## src/rtl/conv1d_job_sequencer_pkg.sv

```systemverilog
// conv1d_seq_pkg: shared types and constants for the conv1d job sequencer.
// Holds the sequencer state encoding, CFU command codes and the job
// legality check used when a descriptor is accepted.
package conv1d_seq_pkg;

    localparam int KERNEL_LENGTH      = 8;
    localparam int MAX_INPUT_CHANNELS = 128;
    localparam int INT32_SIZE         = 32;
    localparam int BYTE_SIZE          = 8;
    localparam int SX_W               = $clog2(KERNEL_LENGTH);

    typedef enum logic [3:0] {
        IDLE,
        SET_PARAM,
        LOAD_W,
        PRIME,
        START,
        POLL,
        READ,
        WAIT_RES,
        SHIFT
    } state_t;

    typedef enum logic [6:0] {
        CMD_WR_INPUT  = 7'd1,
        CMD_WR_WEIGHT = 7'd2,
        CMD_OFFSET    = 7'd3,
        CMD_DEPTH     = 7'd5,
        CMD_START     = 7'd6,
        CMD_GET_ACC   = 7'd7,
        CMD_START_X   = 7'd8,
        CMD_DONE      = 7'd9,
        CMD_NOP       = 7'd127
    } cfu_cmd_t;

    // A job needs at least one channel, no more than the buffers hold,
    // and at least one output position.
    function automatic logic job_legal(input logic [INT32_SIZE-1:0] depth,
                                       input logic [15:0]           num_outputs);
        return (depth != '0) &&
               (depth <= INT32_SIZE'(MAX_INPUT_CHANNELS)) &&
               (num_outputs != '0);
    endfunction

endpackage

```

## src/rtl/conv1d_job_sequencer_if.sv

```systemverilog
// conv1d_job_sequencer_if: the conv1d CFU command port.
// The sequencer is the master (issues en/cmd/inp0/inp1), the CFU is the
// slave and answers on ret one cycle after each command.
interface conv1d_job_sequencer_if;
    import conv1d_seq_pkg::*;

    logic                  en;
    logic [6:0]            cmd;
    logic [INT32_SIZE-1:0] inp0;
    logic [INT32_SIZE-1:0] inp1;
    logic [INT32_SIZE-1:0] ret;

    modport master (output en, cmd, inp0, inp1, input ret);
    modport slave  (input en, cmd, inp0, inp1, output ret);

endinterface

```

## src/rtl/conv1d_job_sequencer.sv

```systemverilog
// conv1d_job_sequencer: hardware master for the conv1d CFU.
// Accepts a job descriptor, loads parameters, weights and the first
// KERNEL_LENGTH input columns, then per output position starts the MAC,
// polls for completion, reads the accumulator onto the result stream and
// refills the oldest ring slot with the next column.
// Optional feature: define CONV1D_SEQ_PERF_EN to add perf_poll_cycles,
// a saturating count of cycles spent polling, cleared on job accept.
module conv1d_job_sequencer
    import conv1d_seq_pkg::*;
(
    input  logic                  clk,
    input  logic                  rst_n,
    input  logic                  cfg_valid,
    output logic                  cfg_ready,
    input  logic [INT32_SIZE-1:0] cfg_input_depth,
    input  logic [INT32_SIZE-1:0] cfg_input_offset,
    input  logic [15:0]           cfg_num_outputs,
    input  logic                  wt_valid,
    output logic                  wt_ready,
    input  logic [BYTE_SIZE-1:0]  wt_data,
    input  logic                  in_valid,
    output logic                  in_ready,
    input  logic [BYTE_SIZE-1:0]  in_data,
    output logic                  res_valid,
    input  logic                  res_ready,
    output logic [INT32_SIZE-1:0] res_data,
    output logic                  busy,
    output logic                  err,
    conv1d_job_sequencer_if.master cfu
`ifdef CONV1D_SEQ_PERF_EN
    ,
    output logic [31:0]           perf_poll_cycles
`endif
);

    state_t                state;
    logic [1:0]            phase;
    logic [INT32_SIZE-1:0] depth;
    logic [INT32_SIZE-1:0] offset;
    logic [INT32_SIZE-1:0] n_total;
    logic [INT32_SIZE-1:0] idx;
    logic [INT32_SIZE-1:0] ch;
    logic [15:0]           num_outputs;
    logic [15:0]           outputs_done;
    logic [SX_W-1:0]       start_x;

    logic cfg_fire;
    assign cfg_fire = (state == IDLE) && cfg_valid && cfg_ready;

    // Job FSM: all stream handshakes and CFU command outputs are registered here.
    always_ff @(posedge clk or negedge rst_n) begin
        if (!rst_n) begin
            state        <= IDLE;
            phase        <= '0;
            depth        <= '0;
            offset       <= '0;
            n_total      <= '0;
            idx          <= '0;
            ch           <= '0;
            num_outputs  <= '0;
            outputs_done <= '0;
            start_x      <= '0;
            cfg_ready    <= 1'b0;
            wt_ready     <= 1'b0;
            in_ready     <= 1'b0;
            res_valid    <= 1'b0;
            res_data     <= '0;
            busy         <= 1'b0;
            err          <= 1'b0;
            cfu.en       <= 1'b0;
            cfu.cmd      <= CMD_NOP;
            cfu.inp0     <= '0;
            cfu.inp1     <= '0;
        end else begin
            // NOTE: every register here uses <= so all branches see start-of-cycle
            // values; the NOP default below is overridden by the one command
            // (if any) issued this cycle, giving exactly one command per cycle.
            cfu.en   <= 1'b1;
            cfu.cmd  <= CMD_NOP;
            cfu.inp0 <= '0;
            cfu.inp1 <= '0;
            err      <= 1'b0;

            case (state)
                IDLE: begin
                    cfg_ready <= 1'b1;
                    if (cfg_fire) begin
                        if (job_legal(cfg_input_depth, cfg_num_outputs)) begin
                            depth        <= cfg_input_depth;
                            offset       <= cfg_input_offset;
                            num_outputs  <= cfg_num_outputs;
                            n_total      <= cfg_input_depth * INT32_SIZE'(KERNEL_LENGTH);
                            outputs_done <= '0;
                            phase        <= '0;
                            cfg_ready    <= 1'b0;
                            busy         <= 1'b1;
                            state        <= SET_PARAM;
                        end else begin
                            err <= 1'b1;
                        end
                    end
                end

                SET_PARAM: begin
                    if (phase == 2'd0) begin
                        cfu.cmd  <= CMD_OFFSET;
                        cfu.inp1 <= offset;
                        phase    <= 2'd1;
                    end else begin
                        cfu.cmd  <= CMD_DEPTH;
                        cfu.inp1 <= depth;
                        idx      <= '0;
                        wt_ready <= 1'b1;
                        state    <= LOAD_W;
                    end
                end

                LOAD_W: begin
                    if (wt_valid && wt_ready) begin
                        cfu.cmd  <= CMD_WR_WEIGHT;
                        cfu.inp0 <= idx;
                        cfu.inp1 <= {{(INT32_SIZE-BYTE_SIZE){1'b0}}, wt_data};
                        idx      <= idx + 1'b1;
                        if (idx == n_total - 1'b1) begin
                            wt_ready <= 1'b0;
                            in_ready <= 1'b1;
                            idx      <= '0;
                            state    <= PRIME;
                        end
                    end
                end

                PRIME: begin
                    if (in_valid && in_ready) begin
                        cfu.cmd  <= CMD_WR_INPUT;
                        cfu.inp0 <= idx;
                        cfu.inp1 <= {{(INT32_SIZE-BYTE_SIZE){1'b0}}, in_data};
                        idx      <= idx + 1'b1;
                        if (idx == n_total - 1'b1) begin
                            in_ready <= 1'b0;
                            start_x  <= '0;
                            phase    <= '0;
                            state    <= START;
                        end
                    end
                end

                START: begin
                    if (phase == 2'd0) begin
                        cfu.cmd  <= CMD_START_X;
                        cfu.inp1 <= INT32_SIZE'(start_x);
                        phase    <= 2'd1;
                    end else begin
                        cfu.cmd <= CMD_START;
                        phase   <= '0;
                        state   <= POLL;
                    end
                end

                // Phase 0 issues DONE, phase 1 idles while ret settles, phase 2 samples.
                POLL: begin
                    if (phase == 2'd0) begin
                        cfu.cmd <= CMD_DONE;
                        phase   <= 2'd1;
                    end else if (phase == 2'd1) begin
                        phase <= 2'd2;
                    end else if (cfu.ret[0]) begin
                        phase <= '0;
                        state <= READ;
                    end else begin
                        cfu.cmd <= CMD_DONE;
                        phase   <= 2'd1;
                    end
                end

                READ: begin
                    if (phase == 2'd0) begin
                        cfu.cmd <= CMD_GET_ACC;
                        phase   <= 2'd1;
                    end else if (phase == 2'd1) begin
                        phase <= 2'd2;
                    end else begin
                        res_data     <= cfu.ret;
                        res_valid    <= 1'b1;
                        outputs_done <= outputs_done + 1'b1;
                        phase        <= '0;
                        state        <= WAIT_RES;
                    end
                end

                WAIT_RES: begin
                    if (res_valid && res_ready) begin
                        res_valid <= 1'b0;
                        if (outputs_done == num_outputs) begin
                            busy      <= 1'b0;
                            cfg_ready <= 1'b1;
                            state     <= IDLE;
                        end else begin
                            idx      <= INT32_SIZE'(start_x) * depth;
                            ch       <= '0;
                            in_ready <= 1'b1;
                            state    <= SHIFT;
                        end
                    end
                end

                // Overwrite the oldest ring slot, then advance the window start.
                SHIFT: begin
                    if (in_valid && in_ready) begin
                        cfu.cmd  <= CMD_WR_INPUT;
                        cfu.inp0 <= idx;
                        cfu.inp1 <= {{(INT32_SIZE-BYTE_SIZE){1'b0}}, in_data};
                        idx      <= idx + 1'b1;
                        ch       <= ch + 1'b1;
                        if (ch == depth - 1'b1) begin
                            in_ready <= 1'b0;
                            start_x  <= (start_x == SX_W'(KERNEL_LENGTH - 1)) ? '0 : start_x + 1'b1;
                            phase    <= '0;
                            state    <= START;
                        end
                    end
                end

                default: state <= IDLE;
            endcase
        end
    end

`ifdef CONV1D_SEQ_PERF_EN
    // Poll-cycle counter: cleared on any descriptor accept, saturating.
    always_ff @(posedge clk or negedge rst_n) begin
        if (!rst_n) begin
            perf_poll_cycles <= '0;
        end else if (cfg_fire) begin
            perf_poll_cycles <= '0;
        end else if (state == POLL && perf_poll_cycles != 32'hFFFF_FFFF) begin
            perf_poll_cycles <= perf_poll_cycles + 1'b1;
        end
    end
`endif

endmodule
```

## src/flat_wrapper.sv

```systemverilog
// flat-port wrapper written by rule: the top's interface ports become plain ports
module conv1d_job_sequencer_flat import conv1d_seq_pkg::*;
  (clk, rst_n, cfg_valid, cfg_ready, cfg_input_depth, cfg_input_offset, cfg_num_outputs, wt_valid, wt_ready, wt_data, in_valid, in_ready, in_data, res_valid, res_ready, res_data, busy, err, cfu_en, cfu_cmd, cfu_inp0, cfu_inp1, cfu_ret);
  conv1d_job_sequencer_if cfu_i ();
  input  logic clk;
  input  logic rst_n;
  input  logic cfg_valid;
  output logic cfg_ready;
  input  logic [INT32_SIZE-1:0] cfg_input_depth;
  input  logic [INT32_SIZE-1:0] cfg_input_offset;
  input  logic [15:0] cfg_num_outputs;
  input  logic wt_valid;
  output logic wt_ready;
  input  logic [BYTE_SIZE-1:0] wt_data;
  input  logic in_valid;
  output logic in_ready;
  input  logic [BYTE_SIZE-1:0] in_data;
  output logic res_valid;
  input  logic res_ready;
  output logic [INT32_SIZE-1:0] res_data;
  output logic busy;
  output logic err;
  output wire logic [$bits(cfu_i.en)-1:0] cfu_en;
  output wire logic [$bits(cfu_i.cmd)-1:0] cfu_cmd;
  output wire logic [$bits(cfu_i.inp0)-1:0] cfu_inp0;
  output wire logic [$bits(cfu_i.inp1)-1:0] cfu_inp1;
  input wire logic [$bits(cfu_i.ret)-1:0] cfu_ret;
  assign cfu_en = cfu_i.en;
  assign cfu_cmd = cfu_i.cmd;
  assign cfu_inp0 = cfu_i.inp0;
  assign cfu_inp1 = cfu_i.inp1;
  assign cfu_i.ret = cfu_ret;
  conv1d_job_sequencer u_core (.clk(clk), .rst_n(rst_n), .cfg_valid(cfg_valid), .cfg_ready(cfg_ready), .cfg_input_depth(cfg_input_depth), .cfg_input_offset(cfg_input_offset), .cfg_num_outputs(cfg_num_outputs), .wt_valid(wt_valid), .wt_ready(wt_ready), .wt_data(wt_data), .in_valid(in_valid), .in_ready(in_ready), .in_data(in_data), .res_valid(res_valid), .res_ready(res_ready), .res_data(res_data), .busy(busy), .err(err), .cfu(cfu_i));
endmodule
```

## config.mk

```make
export PLATFORM = sky130hd
export DESIGN_NAME = conv1d_job_sequencer_flat
export DESIGN_NICKNAME = d
export VERILOG_FILES = /design/src/rtl/conv1d_job_sequencer_pkg.sv /design/src/rtl/conv1d_job_sequencer_if.sv /design/src/rtl/conv1d_job_sequencer.sv /design/src/flat_wrapper.sv
export SDC_FILE = /design/constraint.sdc
export NUM_CORES = 1
export LEC_CHECK = 0
export ABC_AREA = 0
export CORE_MARGIN = 2
export CORE_UTILIZATION = 30
export DETAILED_ROUTE_END_ITERATION = 10
export DONT_BUFFER_PORTS = 1
export PLACE_DENSITY_LB_ADDON = 0.1
export RECOVER_POWER = 100
export SLEW_MARGIN = 25
export SYNTH_ARGS = -nofsm -noshare
export SYNTH_HDL_FRONTEND = slang
export SYNTH_SLANG_ARGS = --single-unit
export TNS_END_PERCENT = 10
```

## constraint.sdc

```tcl
create_clock -name clk -period 4.2 [get_ports clk]
set_input_delay 0.63 -clock clk [delete_from_list [all_inputs] [get_ports clk]]
set_output_delay 0.63 -clock clk [all_outputs]
set_load 0.01 [all_outputs]
```

# Word level (Yosys, flattened, before mapping)
# Cells that the tools add are included.
# classes
n_addsub	6
n_mul	1
n_div	0
magnitude_cmp	1
n_eq_ne	33
n_shift	0
n_mux	99
bitwise_logic	2
n_reduce_logical	34
# op_table
operator	n
two-way mux 32 bit	12
one-hot mux 32 bit (4 select lines)	2
one-hot mux 32 bit (2 select lines)	2
two-way mux 4 bit	18
adder 32 x 1 -> 32 bit (second input constant)	2
== test 32 bit	2
two-way mux 16 bit	4
subtractor 32 x 1 -> 32 bit (second input constant)	2
two-way mux 7 bit	6
one-hot mux 7 bit (6 select lines)	1
one-hot mux 4 bit (9 select lines)	1
<= comparator 32 x 8 -> 1 bit (second input constant)	1
multiplier 3 x 32 -> 32 bit	1
one-hot mux 16 bit (2 select lines)	1
nonzero test 32 bit	1
two-way mux 1 bit	25
two-way mux 2 bit	11
!= test 2 x 1 -> 1 bit (second input constant)	11
two-way mux 3 bit	7
!= test 2 bit (second input constant)	9
adder 16 x 1 -> 16 bit (second input constant)	1
== test 16 bit	1
== test 4 x 3 -> 1 bit (second input constant)	4
two-way mux 8 bit	2
26 further kinds	49
# word_totals
regBits	308
latch_bits	0
mem_bits_rw	0
romBits	0
in_bits	134
out_inout_bits	110
word_cells	197
mem_count	0

# Longest topological paths before layout
# depth
word_depth	6
mapped_depth	19

# Least setup slack after synthesis
# No wires, ideal clock.
# synth_path
path_type	flip-flop to flip-flop
startpoint	register u_core.depth[5]
endpoint	register u_core.phase[0]
setup_time_ps	125
t_arrival_ps	4202
required_time_ps	4075
setup_slack_ps	-127
stages_incl_launch_ff	13
n_path_buf	1
cell_sequence	dfrtp_1 -> buf_2 -> nor4_2 -> nand4_1 -> nor4_1 -> nand2_1 -> xnor2_1 -> or4_1 -> or4b_4 -> o41ai_4 -> nand2_1 -> a211o_1 -> mux2_4
# synth_via
elab_chain_cells	4
# synth_rtl
item	line	rtl
start: declaration	conv1d_job_sequencer.sv:38	logic [INT32_SIZE-1:0] depth;
start signal: assignment	conv1d_job_sequencer.sv:89	depth <= cfg_input_depth;
subtractor 32 x 1 -> 32 bit	conv1d_job_sequencer.sv:215	if (ch == depth - 1'b1) begin
== test 32 bit	conv1d_job_sequencer.sv:215	
!= test 2 x 1 -> 1 bit (no source line)	n/a	
AND reduction 8 bit (no source line)	n/a	
end signal: assignment	conv1d_job_sequencer.sv:181	phase <= 2'd2;
end signal: assignment	conv1d_job_sequencer.sv:186	phase <= '0;
end signal: assignment	conv1d_job_sequencer.sv:218	phase <= '0;
end: declaration	conv1d_job_sequencer.sv:37	logic [1:0] phase;
# No other way between the ends.
# A chain may end at the register's enable or synchronous reset.

# Worst setup path in the final report
# Ends and elaborated chain as after synthesis.

==> metrics.cfg <==
[logic_synthesis]
synth_most_common_cell=nand2_1
async_flop_share_pct=100
ys_types=86
synth_top_area_share_pct=40.5
synth_area_sq_um=16800
synth_area_leaders=dfrtp_1 (40%), nand2_1 (12%), xnor2_1 (4.6%)
ys_ff_latch=277
synth-edff-count=0
ys.flop_type=dfrtp_1
yosys_warnings=0
yosys.area.top_type=dfrtp_1
synth.top_cells.by_count=nand2_1 (531), dfrtp_1 (272), nor2_1 (115)
synth_nets=2208
seq_area_frac_synth_pct=41.3
syn_area_per_cell_sq_um=8.37
synthCells=2008

[finish]
final_core_util_pct=36.0
areaGrowthSynthToFinish_pct=18.2
fill_cells=5715
design_area_sq_um=19900
final_cell_count_no_fill=2840
nets=2267
layout-drive-gt1-share_pct=12.7

[clock_tree]
clk_pin_slew_ps=60
cts_tree=built
cts.sinks=277
clk_path_buf_depth=3
clock_latency_ps=560
cts_made_buffers=37
root_buffer=clkbuf_16
cts_max_level=2

[power_and_ir_drop]
ir_drop_uv=238
p_leak_nw=8.88
p_per_area_nw_per_um2=299

[sta]
fmax_mhz=238
finClkSkew_ps=16.2
period_share_pct=100
finalSetupViolations=1
setup_ws_ps=-1.82
worstMarginPinSlew_ps=1770
tns_ps=-1.82
hold_viol=272
grt_setup_unrepaired=yes
drv_slew=188
layout_min_cycle_time_ps=4200
maxSlewHeadroom_pct=-18.0
whs_ps=-225

[floorplanning]
die_y_microns=241
die_area_sq_um=57900
coreArea_sq_um=55200
start_util_pct=30.5
die_w_microns=241
num_io_pins=244
rows=86

[global_route]
grt_pass1_vias=14300
grt_usage_pct=20.6
grt_pass1_wl_microns=90000
antenna_found_initial=4
grt_overflow=0
grt_start_max_net_pins=278

[placed_design]
hpwlAfterDp_microns=44000
placedCellCount=2759
place_congestion=0.846
portBuffers=0
postPlaceCellArea_sq_um=18300

[routing]
wire_per_inst_microns=20.9
drt_pass1_iterations=5
via_per_inst=5.01
vias=14226
drt-total-wl_microns=59300
remaining_drc_errors=0
drtIter0Drc=959
antenna_left=0

[run_status]
violations=negative hold slack, max-capacitance violations, max-slew violations, negative setup slack
status=complete, but fails checks

[setup_path]
required_ps=4650
critical_path.endpoint_type=flop
critPathArrivalTime_ps=4650
critical_path.startpoint_type=flop
critical_path_class=flop to flop
crit_fanout=5

[job]
max_cap_violations=3

[min_path]
min_path_type=input port to async pin

==> logic make-up after synthesis <==
family	after synthesis	share of synthesized area, %
DFF	277	41.3
buffers and inverters	213	5.00
muxes	5	0.335
xor gates and xnor gates	162	8.60
other	1	0.0223
and+or+nand+nor	979	26.8
adders and majority gates	66	6.25
AOI/OAI and AO/OA	305	11.7
==> critical path, stage by stage (launching register included) <==
cell and delay, ps:
dfrtp_1 380, or4_4 600, or3_4 440, or4_4 450, a2bb2oi_2 150, and4bb_1 220, nand3_2 80, or4b_4 550
o41ai_4 450, nand2_1 130, a211o_1 330, mux2_4 300
==> state kept, by name, indices dropped and copies added, names as in the netlist, 16 cells and up <==
register             cells
u_core.idx              32
u_core.offset           32
u_core.outputs_done     16
u_core.num_outputs      16
u_core.ch               32
u_core.res_data         32
u_core.cfu.inp0         32
u_core.depth            32
u_core.cfu.inp1         32
==> path summary, 6_finish.rpt <==
kind	end	slack, ps	from	depth (start not counted)
setup / recovery	u_core.phase[0]	-2	u_core.depth[5]	11
hold / removal	u_core.cfu.inp0[11]	-230	rst_n	0
setup reg to reg	u_core.phase[0]	-2	u_core.depth[5]	11
hold reg to reg	u_core.offset[23]	470	u_core.offset[23]	2
max in group asynchronous	u_core.res_data[27]	3890	rst_n	0
min in group clk	u_core.res_data[11]	170	cfu_ret[11]	2
==> layer usage <==
metal / global-route usage (%) / wire [microns] / vias up
met3: 3.59 / 3050 / 71
met4: 5.25 / 1150 / 2
li1: - / - / 6849
met2: 34.9 / 28600 / 362
met5: 0 / 9 / -
met1: 27.2 / 26500 / 6942
==> timing repair <==
action,CTS,global route
pin swaps,8,24
hold endpoints to repair,272,272
resized for setup,17,39
setup endpoints to repair,20,29
buffers inserted,4,13
==> cell type report <==
cell class	count	area [sq um]	share of cell area, %
repair buffers	148	1130	5.71
well taps	748	936	4.71
clock buffers	49	1040	5.24
diodes	2	5.00	0.0252
inverters	85	319	1.61
flip-flops and latches	277	6940	34.9
clock inverters	13	185	0.932
multi-input cells	1518	9310	46.9
==> placed cells by master (no fill, tap or decap), types with 30 or more instances in the layout <==
master     instances
dfrtp_1          269
nor3_1            45
fa_1              30
nand2_1          530
ha_1              35
buf_4            130
o21ai_0           62
xnor2_1           86
xor2_1            70
a21oi_1          106
nor2b_1           36
nor2_1           113
inv_1             84
nand3_1           50
clkbuf_16         38
==> report_power, final <==
part / total (W) / switching (W) / internal [W]
Combinational: 0.00000669 / 0.00000307 / 0.00000361
Sequential: 0.00271 / 0.0000224 / 0.00269
Clock: 0.00323 / 0.00130 / 0.00194
Total: 0.00595 / 0.00132 / 0.00463
==> stage by stage <==
| step | total power [W] | hold slack (ps) | setup slack [ps] |
|---|---|---|---|
| 6_report | 0.00595 | -225 | -1.82 |
| 5_1_grt | 0.00616 | -254 | -107 |
| 4_1_cts | 0.00606 | -261 | 5.03 |
| 3_5_place_dp | 0.00277 | 345 | -784 |
| 3_3_place_gp | 0.00277 | 346 | -864 |
| 2_1_floorplan | 0.00277 | 334 | -34.7 |
(Power assumes the default switching activity.)
